<file path="config.mk">
export PLATFORM = sky130hd
export DESIGN_NAME = rob_flat
export DESIGN_NICKNAME = d
export VERILOG_FILES = /design/src/rtl/rob_pkg.sv /design/src/rtl/rob_if.sv /design/src/rtl/rob.sv /design/src/flat_wrapper.sv
export SDC_FILE = /design/constraint.sdc
export NUM_CORES = 1
export LEC_CHECK = 0
export BUFFER_PORTS_ARGS = -buffer_cell sky130_fd_sc_hd__buf_2
export CELL_PAD_IN_SITES_DETAIL_PLACEMENT = 0
export CELL_PAD_IN_SITES_GLOBAL_PLACEMENT = 1
export CORE_MARGIN = 5
export CORE_UTILIZATION = 45
export CTS_CLUSTER_DIAMETER = 200
export DETAILED_ROUTE_END_ITERATION = 8
export PLACE_DENSITY_LB_ADDON = 0.25
export SYNTH_ARGS = -nofsm -noshare
export SYNTH_HDL_FRONTEND = slang
export SYNTH_SLANG_ARGS = --single-unit
export TNS_END_PERCENT = 1
</file>
<file path="constraint.sdc">
create_clock -name clk -period 3.76 [get_ports clk]
set_clock_uncertainty 0.15 [all_clocks]
set_input_delay 0.752 -clock clk [delete_from_list [all_inputs] [get_ports clk]]
set_output_delay 0.752 -clock clk [all_outputs]
set_load 0.02 [all_outputs]
</file>
<file path="src/rtl/rob_pkg.sv">
// Reorder buffer shared types.
// Reservation stations and dispatch import this to size their tags.
package rob_pkg;

   localparam int ROB_INDEX_BITS_DEF = 4;

   typedef struct packed {
      logic        busy;
      logic        ready;
      logic [4:0]  rd;
      logic [31:0] data;
   } rob_entry_t;

endpackage

</file>
<file path="src/rtl/rob_if.sv">
// Dispatch / CDB / lookup / retire bundle of the reorder buffer.
// The master side is dispatch plus regfile; the slave side is the ROB.
interface rob_if
   import rob_pkg::*;
#(
   parameter int IW = ROB_INDEX_BITS_DEF
) ();

   logic          flush;
   logic          alloc_req;
   logic [4:0]    alloc_rd;
   logic          alloc_ready;
   logic [IW-1:0] alloc_idx;

   logic          cdb_valid;
   logic [IW-1:0] cdb_idx;
   logic [31:0]   cdb_data;

   logic [IW-1:0] q1_idx;
   logic [IW-1:0] q2_idx;
   logic          q1_ready;
   logic          q2_ready;
   logic [31:0]   q1_data;
   logic [31:0]   q2_data;

   logic          commit_valid;
   logic [4:0]    commit_rd;
   logic [31:0]   commit_data;
   logic [IW-1:0] rob_head;
   logic          full;
   logic          empty;

   modport master (
      output flush, alloc_req, alloc_rd,
      output cdb_valid, cdb_idx, cdb_data,
      output q1_idx, q2_idx,
      input  alloc_ready, alloc_idx,
      input  q1_ready, q2_ready, q1_data, q2_data,
      input  commit_valid, commit_rd, commit_data,
      input  rob_head, full, empty
   );

   modport slave (
      input  flush, alloc_req, alloc_rd,
      input  cdb_valid, cdb_idx, cdb_data,
      input  q1_idx, q2_idx,
      output alloc_ready, alloc_idx,
      output q1_ready, q2_ready, q1_data, q2_data,
      output commit_valid, commit_rd, commit_data,
      output rob_head, full, empty
   );

endinterface

</file>
<file path="src/rtl/rob.sv">
// Reorder buffer: allocates tags at dispatch, captures CDB results,
// answers renamed-operand lookups and retires in program order.
module rob
   import rob_pkg::*;
#(
   parameter int ROB_INDEX_BITS = ROB_INDEX_BITS_DEF
) (
   input logic  clk,
   input logic  rst,
   rob_if.slave bus
);

   localparam int DEPTH = 2 ** ROB_INDEX_BITS;

   typedef logic [ROB_INDEX_BITS-1:0] idx_t;

   rob_entry_t              ent [DEPTH];
   idx_t                    head;
   idx_t                    tail;
   logic [ROB_INDEX_BITS:0] count;

   rob_entry_t head_ent;
   logic       full;
   logic       do_alloc;
   logic       do_commit;
   logic       cdb_hit;

   // count tops out at DEPTH, so its MSB alone marks full
   assign full      = count[ROB_INDEX_BITS];
   assign head_ent  = ent[head];
   assign do_commit = head_ent.busy && head_ent.ready;
   assign do_alloc  = bus.alloc_req && !full;
   assign cdb_hit   = bus.cdb_valid && ent[bus.cdb_idx].busy;

   assign bus.alloc_ready  = !full;
   assign bus.alloc_idx    = tail;
   assign bus.full         = full;
   assign bus.empty        = (count == '0);
   assign bus.rob_head     = head;
   assign bus.commit_valid = do_commit;
   assign bus.commit_rd    = head_ent.rd;
   assign bus.commit_data  = head_ent.data;

   function automatic logic [32:0] lookup(
      input rob_entry_t  e,
      input logic        byp,
      input logic [31:0] byp_data
   );
      if (!e.busy)
         return '0;
      if (byp)
         return {1'b1, byp_data};
      return {e.ready, e.data};
   endfunction

   // same-cycle CDB results bypass the entry array
   assign {bus.q1_ready, bus.q1_data} = lookup(
      ent[bus.q1_idx],
      bus.cdb_valid && (bus.cdb_idx == bus.q1_idx),
      bus.cdb_data);

   assign {bus.q2_ready, bus.q2_data} = lookup(
      ent[bus.q2_idx],
      bus.cdb_valid && (bus.cdb_idx == bus.q2_idx),
      bus.cdb_data);

   always_ff @(posedge clk) begin
      if (rst || bus.flush) begin
         for (int i = 0; i < DEPTH; i++)
            ent[i] <= '0;
         head  <= '0;
         tail  <= '0;
         count <= '0;
      end else begin
         if (cdb_hit) begin
            ent[bus.cdb_idx].ready <= 1'b1;
            ent[bus.cdb_idx].data  <= bus.cdb_data;
         end
         if (do_commit) begin
            ent[head].busy <= 1'b0;
            head           <= head + 1'b1;
         end
         if (do_alloc) begin
            ent[tail] <= '{busy:  1'b1,
                           ready: 1'b0,
                           rd:    bus.alloc_rd,
                           data:  '0};
            tail      <= tail + 1'b1;
         end
         unique case ({do_alloc, do_commit})
            2'b10:   count <= count + 1'b1;
            2'b01:   count <= count - 1'b1;
            default: count <= count;
         endcase
      end
   end

endmodule

</file>
<file path="src/flat_wrapper.sv">
// flat-port wrapper written by rule: the top's interface ports become plain ports
module rob_flat import rob_pkg::*;
#(
   parameter int ROB_INDEX_BITS = ROB_INDEX_BITS_DEF
)
  (clk, rst, bus_flush, bus_alloc_req, bus_alloc_rd, bus_cdb_valid, bus_cdb_idx, bus_cdb_data, bus_q1_idx, bus_q2_idx, bus_alloc_ready, bus_alloc_idx, bus_q1_ready, bus_q2_ready, bus_q1_data, bus_q2_data, bus_commit_valid, bus_commit_rd, bus_commit_data, bus_rob_head, bus_full, bus_empty);
  rob_if #(.IW(4)) bus_i ();
  input logic clk;
  input logic rst;
  input wire logic [$bits(bus_i.flush)-1:0] bus_flush;
  input wire logic [$bits(bus_i.alloc_req)-1:0] bus_alloc_req;
  input wire logic [$bits(bus_i.alloc_rd)-1:0] bus_alloc_rd;
  input wire logic [$bits(bus_i.cdb_valid)-1:0] bus_cdb_valid;
  input wire logic [$bits(bus_i.cdb_idx)-1:0] bus_cdb_idx;
  input wire logic [$bits(bus_i.cdb_data)-1:0] bus_cdb_data;
  input wire logic [$bits(bus_i.q1_idx)-1:0] bus_q1_idx;
  input wire logic [$bits(bus_i.q2_idx)-1:0] bus_q2_idx;
  output wire logic [$bits(bus_i.alloc_ready)-1:0] bus_alloc_ready;
  output wire logic [$bits(bus_i.alloc_idx)-1:0] bus_alloc_idx;
  output wire logic [$bits(bus_i.q1_ready)-1:0] bus_q1_ready;
  output wire logic [$bits(bus_i.q2_ready)-1:0] bus_q2_ready;
  output wire logic [$bits(bus_i.q1_data)-1:0] bus_q1_data;
  output wire logic [$bits(bus_i.q2_data)-1:0] bus_q2_data;
  output wire logic [$bits(bus_i.commit_valid)-1:0] bus_commit_valid;
  output wire logic [$bits(bus_i.commit_rd)-1:0] bus_commit_rd;
  output wire logic [$bits(bus_i.commit_data)-1:0] bus_commit_data;
  output wire logic [$bits(bus_i.rob_head)-1:0] bus_rob_head;
  output wire logic [$bits(bus_i.full)-1:0] bus_full;
  output wire logic [$bits(bus_i.empty)-1:0] bus_empty;
  assign bus_i.flush = bus_flush;
  assign bus_i.alloc_req = bus_alloc_req;
  assign bus_i.alloc_rd = bus_alloc_rd;
  assign bus_i.cdb_valid = bus_cdb_valid;
  assign bus_i.cdb_idx = bus_cdb_idx;
  assign bus_i.cdb_data = bus_cdb_data;
  assign bus_i.q1_idx = bus_q1_idx;
  assign bus_i.q2_idx = bus_q2_idx;
  assign bus_alloc_ready = bus_i.alloc_ready;
  assign bus_alloc_idx = bus_i.alloc_idx;
  assign bus_q1_ready = bus_i.q1_ready;
  assign bus_q2_ready = bus_i.q2_ready;
  assign bus_q1_data = bus_i.q1_data;
  assign bus_q2_data = bus_i.q2_data;
  assign bus_commit_valid = bus_i.commit_valid;
  assign bus_commit_rd = bus_i.commit_rd;
  assign bus_commit_data = bus_i.commit_data;
  assign bus_rob_head = bus_i.rob_head;
  assign bus_full = bus_i.full;
  assign bus_empty = bus_i.empty;
  rob #(.ROB_INDEX_BITS(ROB_INDEX_BITS)) u_core (.clk(clk), .rst(rst), .bus(bus_i));
endmodule
</file>
==> reports/results.txt, run 1 <==
TritonCTS Buffers -> 75
Initial Utilization -> 0.455
Die Width -> 287 um
CP max-delay cell -> mux4_2
Syn Inst Count -> 2,632
Core area -> 0.0759 mm2
Root Driver -> clkbuf_16
H-tree levels -> 3
# rows -> 101
Pins Over Slew Limit -> 0
Cell seen most often among critical-path stages -> mux4_2
Nets -> 2,731
IO Count -> 169
Crit. End Element -> primary output
Wire length per cell -> 35.2 um
Maximum capacitance violations -> 0
Port bufs -> 168
First drt pass iteration count -> 6
CTS tree -> yes
Clock buffer depth -> 3
Rel. slew slack -> 0.109
Setup WS pre-CTS -> 0.154 ns
Area Overhead vs Synth -> 15.1%
Vias per inst -> 7.40
DR vias -> 27,800
CP max FO -> 25
Antenna-violating nets left -> 0
Drt drc -> 0
Clk_lat worst skew -> 0.64 ns
Worst IR drop on VDD -> 0.353 mV
1st-iter DRT viols -> 3,729
WL final -> 132 mm
Die area -> 0.0824 mm2
Biggest area consumer among synthesized cells -> dfxtp_1
Avg Synthesized Cell Area -> 13.1 um2
Yosys warns -> 0
Die height -> 287 um
Kind of critical path -> reg -> out
Worst-Margin Slew -> 1.33 ns
PwrDens -> 389 mW/mm2
Hold Crit Class -> reg -> reg
Setup ws final -> 0.0454 ns
Vias in the first global route -> 27,700
Fraction of layout cells with a size suffix above 1 -> 0.353
Clock Pin Slew Worst Setup and Hold Paths -> 0.06 ns
Critical Path RT -> 2.86 ns
Final worst-path cycle share -> 0.988
Final Cell Area -> 0.0397 mm2
Number of synthesized register bits -> 641
Yosys cell types -> 63
First-pass GRT wire length -> 191 mm
# hold bufs at CTS -> 0
F_max -> 269 MHz
Register area share after synthesis -> 0.395
Area contributors post-synth -> dfxtp_1 33%, mux4_2 30%, a22o_1 13%, edfxtp_1 7.0%, a22oi_1 2.8%
GRT Total Usage -> 0.311
Final-report hold violation count -> 0
Cell Area, Placed -> 0.0370 mm2
Largest net degree at the start of global routing -> 49
Syn_nets -> 2,698
P_leak -> 14.0 nW
Top FF cell, synth -> dfxtp_1
Initial antenna violation count -> 5
Setup violations, final -> 0
Critical path's largest stage delay -> 0.52 ns
Tmin final -> 3.71 ns
Status -> finished, final reports clean
CTS sink cnt -> 641
Gr ovfl total -> 0
Unrepaired setup endpoints after global routing -> no
Post-synth EDFFs -> 80
Worst Setup Start Kind -> flop
Post-Syn Area -> 0.0345 mm2
Final Wtd Congestion -> 0.884
Ys async rst share -> 0
Crit-path cells -> buf_12 -> bufbuf_16 -> mux4_2 -> mux4_2 -> buf_2
Detail Placement HPWL -> 76.9 mm
Crit path arrival time -> 2.81 ns
Share of the synthesized area in the top cell type -> 0.325
-- worst max-delay path: cells and delay by family (launching register included) --
| kind | cells | cell delay (ns) |
|---|---|---|
| multiplexers | 2 | 1.00 |
| buffers and inverters | 3 | 0.77 |
| flip-flops | 1 | 0.35 |
-- area by class of cell --
cell class	count	area, um2
inverter	19	71.3
tap	1030	1290
fill	6372	36200
multi-input combinational	1614	19400
antenna	2	5.00
clock buffer	111	2190
sequential	641	13600
timing repair buffer	314	2800
clock inverter	27	303
-- repair_timing --
action,4_1_cts,5_1_grt
pin swaps,0,0
gates resized for setup,14,1
buffers inserted,0,3
endpoints found under the setup margin,25,34
cloned,1,1
-- Yosys cell counts, drive strengths merged, types with 2 or more instances --
library cell	count
dfxtp	561
a22o	512
mux4	465
buf	221
clkbuf	137
a22oi	128
o21ai	81
edfxtp	80
a31oi	71
and3	56
nand2	43
and2	37
nor2	30
nor3	28
nand3	24
inv	19
a21oi	17
a31o	15
ha	12
nor2b	11
a211oi	10
xor2	10
nand4	8
nand3b	7
nand2b	5
a21boi	4
nand4b	4
xnor2	4
a21o	3
a221oi	3
and3b	3
or3	3
o211ai	2
o31ai	2
or3b	2
-- path summary, 6_finish.rpt --
kind,start,end,slack [ns],cells past startpoint
worst max-delay path,flop,bus_commit_data[19],0.05,5
worst min-delay path,u_core.ent[14][5]$_SDFFE_PP0P_,u_core.ent[14][5]$_SDFFE_PP0P_,0.36,1
worst max register to register,flop,u_core.count[4]$_SDFFE_PP0P_,0.44,14
worst min register to register,u_core.ent[14][5]$_SDFFE_PP0P_,u_core.ent[14][5]$_SDFFE_PP0P_,0.36,1
-- metrics by stage --
stage	instances	setup TNS [ns]	util	power (mW)	hold WS, ns
3_5_place_dp	3613	0	0.488	8.17	0.340
5_1_grt	3757	0	0.523	15.8	0.374
4_1_cts	3752	-1.09	0.522	15.5	0.355
3_3_place_gp	3613	0	0.488	8.16	0.330
6_report	3758	0	0.523	15.4	0.355
2_1_floorplan	2632	0	-	7.70	0.302
-- report_power, final --
part / switching, mW / total (mW) / internal [mW]
combinational: 0.751 / 1.07 / 0.318
sequential: 0.0140 / 6.97 / 6.96
clock: 3.11 / 7.40 / 4.29
total: 3.88 / 15.4 / 11.6
-- flip-flops by register name, summed over array words and instances (netlist names), named ones only --
register / cells
u_core.bus.alloc_idx: 4
u_core.ent: 624
u_core.count: 5
u_core.bus.rob_head: 4
-- placed cells by master, fill, tap and decap left out, drive strengths merged, types with 12 or more instances in the layout --
| cell type | n |
|---|---|
| and3 | 56 |
| a31oi | 71 |
| o21ai | 81 |
| a31o | 15 |
| a21oi | 17 |
| inv | 23 |
| clkbuf | 114 |
| and2 | 37 |
| dfxtp | 561 |
| mux4 | 465 |
| nand2 | 43 |
| clkinv | 18 |
| ha | 12 |
| edfxtp | 80 |
| a22oi | 128 |
| a22o | 512 |
| nor3 | 28 |
| buf | 310 |
| nor2 | 30 |
| nand3 | 24 |
-- cells by family (layout without fill, tap and decap cells) --
| logic type | count (synthesis) | after routing | share of synthesized area |
|---|---|---|---|
| buffers and inverters | 377 | 471 | 0.0495 |
| AOI/OAI and AO/OA | 855 | 855 | 0.200 |
| other | 0 | 2 | 0 |
| xor gates and xnor gates | 14 | 14 | 0.00355 |
| adders and majority gates | 12 | 12 | 0.00435 |
| muxes | 466 | 466 | 0.304 |
| and+or+nand+nor | 267 | 267 | 0.0443 |
| DFF | 641 | 641 | 0.395 |
-- routing by layer --
layer,track usage,share of wire
met1,0.413,0.37
met3,0.0719,0.11
met4,0.158,0.059
met5,0,0.00026
met2,0.481,0.46
Note: power is estimated with default switching activity, not from simulation.
==> inputs of run 2 (changes only) <==
--- a/config.mk
+++ b/config.mk
@@ -9,7 +9,7 @@
 export CELL_PAD_IN_SITES_DETAIL_PLACEMENT = 0
 export CELL_PAD_IN_SITES_GLOBAL_PLACEMENT = 1
 export CORE_MARGIN = 5
-export CORE_UTILIZATION = 45
+export CORE_UTILIZATION = 35
 export CTS_CLUSTER_DIAMETER = 200
 export DETAILED_ROUTE_END_ITERATION = 8
 export PLACE_DENSITY_LB_ADDON = 0.25
==> run 2 against run 1 <==
Against the previous run:
- via count rose by 0.38%
- final area up 1.7%
- cell count grew 7.7%
- non-clock buffer count is 26 higher
- utilization down 11 points
- critical path type unchanged
==> reports/results.txt, run 2 (synthesis results as in run 1) <==
Largest net degree at the start of global routing -> 50
Status -> finished, final reports clean
Most common cell after layout, fill and taps aside -> dfxtp_1
Switching Share -> 0.247
Core area -> 0.0981 mm2
IO Count -> 169
TritonCTS Buffers -> 78
Fillers -> 9,039
Wire length per cell -> 35.0 um
Largest regs -> u_core.ent x624, u_core.count x5
Die height -> 324 um
# hold bufs at CTS -> 0
Fraction of layout cells with a size suffix above 1 -> 0.362
Crit. End Element -> primary output
Nets -> 2,760
Final-report hold violation count -> 0
Clk pwr share -> 0.494
Worst Setup Start Kind -> flop
First drt pass iteration count -> 6
P_leak -> 14.2 nW
Final Cell Area -> 0.0404 mm2
Cell Int Power -> 12.0 mW
GRT Total Usage -> 0.264
DR vias -> 27,900
CP max-delay cell -> dfxtp_1
CTS tree -> yes
WL final -> 142 mm
Die Width -> 324 um
Pins Over Slew Limit -> 0
Gate power share -> 0.069
Cell Area, Placed -> 0.0375 mm2
Root Driver -> clkbuf_16
Gr ovfl total -> 0
Initial Utilization -> 0.352
Rel. slew slack -> 0.130
Setup violations, final -> 0
Detail Placement HPWL -> 84.1 mm
Switching power -> 3.94 mW
CP max FO -> 15
Antenna-violating nets left -> 0
PwrDens -> 395 mW/mm2
Hold Crit Class -> reg -> reg
Seq pwr share -> 0.437
Clk_lat worst skew -> 0.64 ns
Initial antenna violation count -> 7
Worst IR drop on VDD -> 0.290 mV
Area Overhead vs Synth -> 17.0%
Drt drc -> 0
Clock Pin Slew Worst Setup and Hold Paths -> 0.06 ns
H-tree levels -> 3
1st-iter DRT viols -> 3,797
Crit path arrival time -> 2.79 ns
Vias per inst -> 6.90
Critical Path RT -> 2.86 ns
Maximum capacitance violations -> 0
Clock buffer depth -> 3
Min-Delay Startpoint -> u_core.ent[3][37]$_SDFF_PP0_
Cell seen most often among critical-path stages -> mux4_2
Critical path's largest stage delay -> 0.50 ns
Die area -> 0.105 mm2
F_max -> 271 MHz
Crit-path cells -> mux4_2 -> mux4_2 -> buf_12 -> o21ai_1 -> a31oi_1 -> buf_2
Kind of critical path -> reg -> out
Vias in the first global route -> 28,100
Core Util, Final -> 0.412
Top reg by flops -> u_core.ent
Worst-Margin Slew -> 1.30 ns
Max reg flops -> 624
First-pass GRT wire length -> 204 mm
# rows -> 115
CTS sink cnt -> 641
Port bufs -> 168
Commonest cells after routing, fill and taps aside -> 556 x dfxtp_1, 512 x a22o_1, 465 x mux4_2
Tmin final -> 3.69 ns
Final worst-path cycle share -> 0.981
Crit path from -> u_core.ent[7][38]$_SDFFE_PP1P_
Final Wtd Congestion -> 0.871
==> run 2: critical path: cells and delay by family, from the launching register on <==
kind / cells / cell delay, ns
flops: 1 / 0.50
compound gates: 2 / 0.57
mux: 2 / 0.61
buf+inv: 2 / 0.49
==> run 2: per-layer routing <==
layer,vias up,GRT usage,part of all wire
met1,14600,0.344,0.38
li1,11100,-,-
met3,401,0.0603,0.10
met5,-,0,0.00034
met2,1868,0.419,0.46
met4,8,0.129,0.055
==> run 2: per-stage QoR <==
stage / cells / setup WS (ns) / setup TNS (ns) / power [mW] / hold WS [ns]
after floorplan: 2632 / 0.276 / 0 / 7.70 / 0.302
after global placement: 3887 / 0.0930 / 0 / 8.20 / 0.326
after CTS: 4045 / 0.000915 / 0 / 16.0 / 0.353
final: 4047 / 0.0725 / 0 / 16.0 / 0.352
after global routing: 4045 / -0.000178 / -0.000178 / 16.4 / 0.367
after detailed placement: 3887 / 0.0795 / 0 / 8.21 / 0.345
==> run 2: area by class of cell <==
type                       instances  area, um2  share of cell area
timing repair buffer             340       3000              0.0742
clock inverter                    31        327             0.00808
inverter                          19       71.3             0.00177
clock buffer                     113       2330              0.0577
tap                             1287       1610              0.0399
multi-input combinational       1614      19400               0.480
antenna                            2       5.00            0.000124
sequential                       641      13600               0.338
==> run 2: what timing repair did <==
| action | 4_1_cts | 5_1_grt |
|---|---|---|
| buffers inserted | 11 | 0 |
| cloned | 3 | 0 |
| endpoints found under the hold margin | 0 | 0 |
| resized for setup | 5 | 2 |
| endpoints found under the setup margin | 36 | 2 |
==> run 2: power groups by stage <==
stage	Combinational, mW	Clock, mW	Sequential (mW)
finish	1.10	7.88	6.98
global route	1.13	8.27	6.98
CTS	1.08	7.98	6.98
detailed placement	1.08	0	7.13
global placement	1.07	0	7.12
floorplan	0.578	0	7.12
==> run 2: worst paths after layout <==
check | slack [ns] | cells after the start | to
max | 0.07 | 6 | bus_q2_data[25]
min | 0.35 | 2 | u_core.ent[3][37]$_SDFF_PP0_
max reg2reg | 0.30 | 14 | u_core.count[4]$_SDFFE_PP0P_
min reg2reg | 0.35 | 2 | u_core.ent[3][37]$_SDFF_PP0_
